File: src/rtl/controlador_pisos_if.sv
// Signal bundle between the elevator floor controller and its environment:
// floor calls in, car position / motion / door status out.
interface controlador_pisos_if;
    logic [3:0] llamada;
    logic [1:0] piso;
    logic [1:0] last_piso;
    logic [1:0] direccion;
    logic       puerta_abierta;
    logic [3:0] pendientes;
    logic       llegada;

    // Environment side: issues calls, observes the car.
    modport master (
        output llamada,
        input  piso, last_piso, direccion, puerta_abierta, pendientes, llegada
    );

    // Controller side.
    modport slave (
        input  llamada,
        output piso, last_piso, direccion, puerta_abierta, pendientes, llegada
    );
endinterface

File: src/rtl/controlador_pisos.sv
// Four-floor elevator controller (floor codes 00=-1, 01=1, 10=2, 11=3).
// Latches floor calls, travels one floor per T_VIAJE cycles toward outstanding
// calls, holds the door open for T_PUERTA cycles at each served floor, and
// prefers to keep going in the last travel direction before reversing.
module controlador_pisos #(
    parameter int T_VIAJE  = 50000000,
    parameter int T_PUERTA = 100000000
) (
    input  logic                 clk_nuevo,
    input  logic                 reset,
    controlador_pisos_if.slave   bus
);

    typedef enum logic [1:0] {IDLE, MOVIENDO, PUERTA} estado_t;
    typedef enum logic [1:0] {DIR_PARADO = 2'b00, DIR_SUBE = 2'b01, DIR_BAJA = 2'b10} dir_t;

    localparam logic [26:0] VIAJE_MAX  = 27'(T_VIAJE - 1);
    localparam logic [26:0] PUERTA_MAX = 27'(T_PUERTA - 1);

    estado_t     estado_q, estado_d;
    dir_t        direccion_q, direccion_d;
    logic        dir_prev_q, dir_prev_d;      // 1 = last travel was upward
    logic [26:0] cnt_q, cnt_d;
    logic [1:0]  piso_q, piso_d;
    logic [1:0]  last_piso_q, last_piso_d;
    logic        puerta_q, puerta_d;
    logic [3:0]  pend_q, pend_d;
    logic        llegada_q, llegada_d;

    logic [3:0]  calls;
    logic        hay_arriba, hay_abajo;
    logic [1:0]  piso_sig;
    dir_t        dir_elegida;

    // Direction choice: keep the previous travel side if it has work, else turn.
    function automatic dir_t elegir(input logic pref_sube, input logic arriba, input logic abajo);
        if (pref_sube)
            return arriba ? DIR_SUBE : (abajo ? DIR_BAJA : DIR_PARADO);
        else
            return abajo ? DIR_BAJA : (arriba ? DIR_SUBE : DIR_PARADO);
    endfunction

    // Next-state and output computation for the control FSM.
    always_comb begin
        estado_d    = estado_q;
        direccion_d = direccion_q;
        dir_prev_d  = dir_prev_q;
        cnt_d       = cnt_q;
        piso_d      = piso_q;
        last_piso_d = last_piso_q;
        puerta_d    = puerta_q;
        llegada_d   = 1'b0;

        // Calls seen this edge count as outstanding immediately.
        calls       = pend_q | bus.llamada;
        pend_d      = calls;
        // Floor codes are ordered, so above/below are plain bit masks.
        hay_arriba  = |(calls & (4'b1110 << piso_q));
        hay_abajo   = |(calls & ~(4'b1111 << piso_q));
        dir_elegida = elegir(dir_prev_q, hay_arriba, hay_abajo);
        piso_sig    = (direccion_q == DIR_SUBE) ? piso_q + 2'd1 : piso_q - 2'd1;

        case (estado_q)
            IDLE: begin
                direccion_d = DIR_PARADO;
                if (calls[piso_q]) begin
                    pend_d[piso_q] = 1'b0;
                    estado_d       = PUERTA;
                    cnt_d          = '0;
                    puerta_d       = 1'b1;
                    llegada_d      = 1'b1;
                end else if (|calls) begin
                    estado_d    = MOVIENDO;
                    cnt_d       = '0;
                    direccion_d = dir_elegida;
                end
            end
            MOVIENDO: begin
                if (cnt_q == VIAJE_MAX) begin
                    cnt_d       = '0;
                    last_piso_d = piso_q;
                    piso_d      = piso_sig;
                    if (calls[piso_sig]) begin
                        pend_d[piso_sig] = 1'b0;
                        estado_d         = PUERTA;
                        puerta_d         = 1'b1;
                        llegada_d        = 1'b1;
                        dir_prev_d       = (direccion_q == DIR_SUBE);
                        direccion_d      = DIR_PARADO;
                    end
                end else begin
                    cnt_d = cnt_q + 27'd1;
                end
            end
            PUERTA: begin
                // A call for the floor the door is open at is absorbed.
                pend_d[piso_q] = 1'b0;
                if (bus.llamada[piso_q]) begin
                    cnt_d = '0;
                end else if (cnt_q == PUERTA_MAX) begin
                    cnt_d       = '0;
                    puerta_d    = 1'b0;
                    direccion_d = dir_elegida;
                    estado_d    = (dir_elegida == DIR_PARADO) ? IDLE : MOVIENDO;
                end else begin
                    cnt_d = cnt_q + 27'd1;
                end
            end
            default: begin
                estado_d    = IDLE;
                direccion_d = DIR_PARADO;
                puerta_d    = 1'b0;
            end
        endcase
    end

    // State and registered outputs; reset discards all calls and counts.
    always_ff @(posedge clk_nuevo or posedge reset) begin
        if (reset) begin
            estado_q    <= IDLE;
            direccion_q <= DIR_PARADO;
            dir_prev_q  <= 1'b1;
            cnt_q       <= '0;
            piso_q      <= 2'b01;
            last_piso_q <= 2'b01;
            puerta_q    <= 1'b0;
            pend_q      <= '0;
            llegada_q   <= 1'b0;
        end else begin
            estado_q    <= estado_d;
            direccion_q <= direccion_d;
            dir_prev_q  <= dir_prev_d;
            cnt_q       <= cnt_d;
            piso_q      <= piso_d;
            last_piso_q <= last_piso_d;
            puerta_q    <= puerta_d;
            pend_q      <= pend_d;
            llegada_q   <= llegada_d;
        end
    end

    assign bus.piso           = piso_q;
    assign bus.last_piso      = last_piso_q;
    assign bus.direccion      = direccion_q;
    assign bus.puerta_abierta = puerta_q;
    assign bus.pendientes     = pend_q;
    assign bus.llegada        = llegada_q;

endmodule
File: src/flat_wrapper.sv
// flat-port wrapper written by rule: the top's interface ports become plain ports
module controlador_pisos_flat 
#(
    parameter int T_VIAJE  = 50000000,
    parameter int T_PUERTA = 100000000
)
  (clk_nuevo, reset, bus_llamada, bus_piso, bus_last_piso, bus_direccion, bus_puerta_abierta, bus_pendientes, bus_llegada);
  controlador_pisos_if bus_i ();
  input  logic clk_nuevo;
  input  logic reset;
  input wire logic [$bits(bus_i.llamada)-1:0] bus_llamada;
  output wire logic [$bits(bus_i.piso)-1:0] bus_piso;
  output wire logic [$bits(bus_i.last_piso)-1:0] bus_last_piso;
  output wire logic [$bits(bus_i.direccion)-1:0] bus_direccion;
  output wire logic [$bits(bus_i.puerta_abierta)-1:0] bus_puerta_abierta;
  output wire logic [$bits(bus_i.pendientes)-1:0] bus_pendientes;
  output wire logic [$bits(bus_i.llegada)-1:0] bus_llegada;
  assign bus_i.llamada = bus_llamada;
  assign bus_piso = bus_i.piso;
  assign bus_last_piso = bus_i.last_piso;
  assign bus_direccion = bus_i.direccion;
  assign bus_puerta_abierta = bus_i.puerta_abierta;
  assign bus_pendientes = bus_i.pendientes;
  assign bus_llegada = bus_i.llegada;
  controlador_pisos #(.T_VIAJE(T_VIAJE), .T_PUERTA(T_PUERTA)) u_core (.clk_nuevo(clk_nuevo), .reset(reset), .bus(bus_i));
endmodule
File: config.mk
export PLATFORM = sky130hd
export DESIGN_NAME = controlador_pisos_flat
export DESIGN_NICKNAME = d
export VERILOG_FILES = /design/src/rtl/controlador_pisos_if.sv /design/src/rtl/controlador_pisos.sv /design/src/flat_wrapper.sv
export SDC_FILE = /design/constraint.sdc
export NUM_CORES = 1
export LEC_CHECK = 0
export ABC_AREA = 1
export CORE_MARGIN = 5
export CORE_UTILIZATION = 66
export CTS_BUF_LIST = sky130_fd_sc_hd__clkbuf_8
export CTS_CLUSTER_SIZE = 24
export DETAILED_ROUTE_END_ITERATION = 7
export PLACE_DENSITY_LB_ADDON = 0.3
export SYNTH_ARGS = -nofsm -noshare
export SYNTH_HDL_FRONTEND = slang
export SYNTH_SLANG_ARGS = --single-unit
File: constraint.sdc
create_clock -name clk_nuevo -period 5.2 [get_ports clk_nuevo]
set_clock_uncertainty 0.2 [all_clocks]
set_input_delay 1.04 -clock clk_nuevo [delete_from_list [all_inputs] [get_ports clk_nuevo]]
set_output_delay 1.04 -clock clk_nuevo [all_outputs]
set_load 0.02 [all_outputs]
==> summary.txt <==
Outcome
  – Status: finished, final reports clean

Global routing
  – Met2 GRT Util: 40.23%
  – GR peak layer: met2
  – Global-route wire length before repair: between 10 and 15 mm
  – M3 GR Usage: around 3.7%
  – Initial antenna violation count: 0
  – M1 GR Usage: between 30% and 40%
  – Largest net degree at the start of global routing: 43
  – Vias in the first global route: about 2800
  – Total gr overflow: 0
  – Total GRT Usage: about 25%

Timing
  – RSZ-0062 raised after global routing: false
  – Hold Vio Cnt, Final: 0
  – Sum Neg Setup Slack: 0 ns
  – Crit share post-route: 58.93%
  – Slew @ Worst Pin: roughly 0.52 ns
  – Slew headroom: 65.31%
  – Final Max Tran Viols: 0
  – Final Setup Violations: 0
  – Fin worst setup slack: 2.136 ns
  – Achievable Freq: around 330 MHz
  – Final Critical Period: just over 3 ns

Route
  – Vias after detailed routing: approximately 3000
  – First-pass DRT Iterations: 5
  – Via density per instance: about 5.6
  – WL final: roughly 7.1 mm
  – Post-DRT Antenna Nets: 0
  – Initial drt markers: between 200 and 300
  – Wirelength per Cell: roughly 13 um
  – DRC Markers: 0

Min path
  – Worst hold stages: 2
  – Hold Startpoint: u_core.bus.puerta_abierta
  – Hold Path End: u_core.bus.puerta_abierta
  – Worst hold path type: flop to flop

Floorplan
  – Die ar.: approximately 6100 um2
  – Core box area: about 4400 um2
  – Die Y: about 78 um
  – FP Rows: 24
  – I/O Pins: 18
  – Die W: approximately 80 um
  – Starting density of the core: between 60% and 70%

Clock network
  – H-tree depth reported by CTS: 2
  – Clock Latency Late Sink: approximately 0.30 ns
  – Clock sinks: 42
  – Hold_buf cts: 0
  – Setup Fix Bufs, Post-CTS: 0
  – CTS tree: built
  – Root buf cell: clkbuf_8
  – CTS-repair resized insts: 0
  – Num CTS Buffers: 5
  – Clock buffer depth: 2
  – CTS clk-pin slew, worst paths: 0.09 ns

Power
  – Int Power: roughly 0.43 mW
  – PnR Total Power: ~0.57 mW
  – Clock share of power: 37.9%
  – PwrDens: between 150 and 200 nW/um2
  – Peak VDD IR: ~0.14 mV
  – Seq pwr share: ~57%
  – P_sw: about 0.14 mW
  – Leakage: 1.598 nW
  – Switching part of the total: between 20 and 25%
  – Logic pwr share: 4.6%

Worst setup path
  – WS Path Type: primary input to flop
  – Reg2reg end: u_core.bus.pendientes[1]
  – Reg2Reg Launch Point: u_core.bus.direccion[1]
  – Setup crit start kind: primary input
  – Crit path buf inv count: 2
  – Crit end category: flop
  – Delay-heaviest family, CP: simple AND/OR/NAND/NOR gates
  – Reg2reg setup slack: about 2.6 ns
  – CP max stage cell: clkdlybuf4s50_1
  – Max FO, Critical Path: 25
  – Max incr delay on CP: 0.43 ns
  – Most used cell along the critical path: nand2_1
  – Worst endpoint required time: between 5 and 6 ns
  – FF-to-FF path depth: 11
  – Arrival time at the worst endpoint: roughly 3.1 ns
  – Crit-path cells: clkdlybuf4s50_1, nor2_1, nand2_1, nor2_2, nand2_1, nand2_2, inv_2, nand2_1, nor2_1, o21ai_0, nor2_2

Synthesis
  – Post-Synthesis Cells: roughly 460
  – Top-area cell type share of the netlist area: 31.93%
  – Cell area after synthesis: approximately 3100 um2
  – Syn_nets: 475
  – Yosys cell types: 29
  – #FFs+latches synth: between 40 and 50
  – Yosys top cell by area: dfrtp_1
  – YS warnings: 0
  – Top cells by area, synth: dfrtp_1, nand2_1, nor2_1, nand3_1, inv_1
  – Synthesized area per cell: 6.659 um2
  – Post-synthesis sequential area ratio: between 30% and 40%

Run
  – Max cap viols: 0

Layout
  – Final Util: 75.99%
  – Layout Cells excl Fill: between 500 and 600
  – P&R area growth vs syn: 9.742%
  – Fraction of layout instances using a drive strength above 1: approximately an eighth
  – Layout fillers: approximately 340
  – Layout Nets: just under 500
  – Antenna Cells: 0

Placed design
  – Final HPWL DP: between 5 and 6 mm
  – Cells after DPL: between 500 and 600
  – Placer Congestion: 0.9577
  – IO Port Bufs: 17
  – Post-Place Worst Slack: approximately 1.8 ns
## state kept, by name, indices dropped and copies added (netlist names)
name / count
u_core.bus.direccion: 2
u_core.bus.puerta_abierta: 1
u_core.bus.piso: 2
u_core.bus.last_piso: 2
u_core.bus.pendientes: 4
u_core.bus.llegada: 1
u_core.dir_prev_q: 1
u_core.estado_q: 2
u_core.cnt_q: 27
## tightest hold or removal path, cell delays in order, from the launching register on
cell	delay [ns]
dfrtp_1	0.36
nand2_1	0.05
nand2_1	0.04
## stage by stage
step | hold slack [ns] | area (um2)
after floorplan | 0.2627 | 3057
after global placement | 0.2612 | 3264
after detailed placement | 0.2644 | 3264
after CTS | 0.2876 | 3354
after global routing | 0.3174 | 3354
final | 0.2833 | 3354
## power groups by stage
stage	Combinational [mW]	Clock, mW	Sequential [mW]
after global placement	0.0264	0	0.336
after global routing	0.0304	0.238	0.331
final	0.0262	0.217	0.330
after floorplan	0.0185	0	0.336
after CTS	0.0269	0.221	0.330
after detailed placement	0.0269	0	0.336
## metal layers
metal,vias up,part of all wire [%]
li1,1484,-
met1,1380,44
met2,110,47
met3,22,5.8
met4,0,2.6
met5,-,0
## cell usage after synthesis
| cell | number |
|---|---|
| o211ai_1 | 2 |
| nand4_1 | 7 |
| nor2_2 | 18 |
| nand2_4 | 3 |
| nor2_1 | 61 |
| xor2_1 | 13 |
| nand2_2 | 9 |
| a21o_1 | 1 |
| dfrtp_1 | 39 |
| a21oi_1 | 6 |
| o21ai_0 | 18 |
| ha_1 | 10 |
| buf_8 | 1 |
| nor3_1 | 11 |
| inv_1 | 55 |
| nand3_2 | 1 |
| nor2_4 | 1 |
| o21ai_2 | 1 |
| nand2_1 | 127 |
| dfstp_2 | 3 |
| nand3_1 | 45 |
| inv_6 | 1 |
| buf_2 | 4 |
| inv_2 | 8 |
| o22ai_1 | 3 |
| o21ai_1 | 6 |
| or2_2 | 2 |
| a21oi_2 | 1 |
| clkinv_1 | 2 |
## cell type report
| type | instances | area (um2) | share of cell area [%] |
|---|---|---|---|
| inverters | 66 | 252.7 | 7.534 |
| clock inverters | 3 | 21.27 | 0.6341 |
| multi-input cells | 346 | 1714 | 51.10 |
| repair buffers | 18 | 177.7 | 5.297 |
| clock buffers | 5 | 68.82 | 2.051 |
| well taps | 52 | 65.06 | 1.940 |
| flip-flops and latches | 42 | 1055 | 31.44 |
## kinds of logic (layout without fill, tap and decap cells)
family | count (synthesis) | count (layout) | synth area share [%]
xor+xnor | 13 | 13 | 3.725
fa+ha+maj | 10 | 10 | 4.093
compound gates | 38 | 38 | 6.836
simple gates | 285 | 285 | 41.42
buf+inv | 71 | 92 | 9.415
flops | 42 | 42 | 34.51
## worst max path at each step
stage,depth (start not counted),to,slack (ns),start
2_1_floorplan,10,u_core.cnt_q[14],2.78,bus_llamada[2]
3_3_place_gp,11,u_core.cnt_q[15],1.93,bus_llamada[2]
3_5_place_dp,11,u_core.cnt_q[15],1.83,bus_llamada[2]
4_1_cts,11,u_core.cnt_q[15],2.15,bus_llamada[2]
5_1_grt,11,u_core.cnt_q[15],1.92,bus_llamada[2]
6_report,11,u_core.cnt_q[15],2.14,bus_llamada[2]
## cell usage in the layout (no fill, tap or decap), drive strengths merged, types with 2 or more instances in the layout
cell type	count
a21oi	7
clkbuf	5
clkdlybuf4s50	17
clkinv	5
dfrtp	39
dfstp	3
ha	10
inv	63
nand2	139
nand3	46
nand4	7
nor2	80
nor3	11
o211ai	2
o21ai	25
o22ai	3
or2	2
xor2	13
No activity file was read; power rests on OpenSTA's default activity.
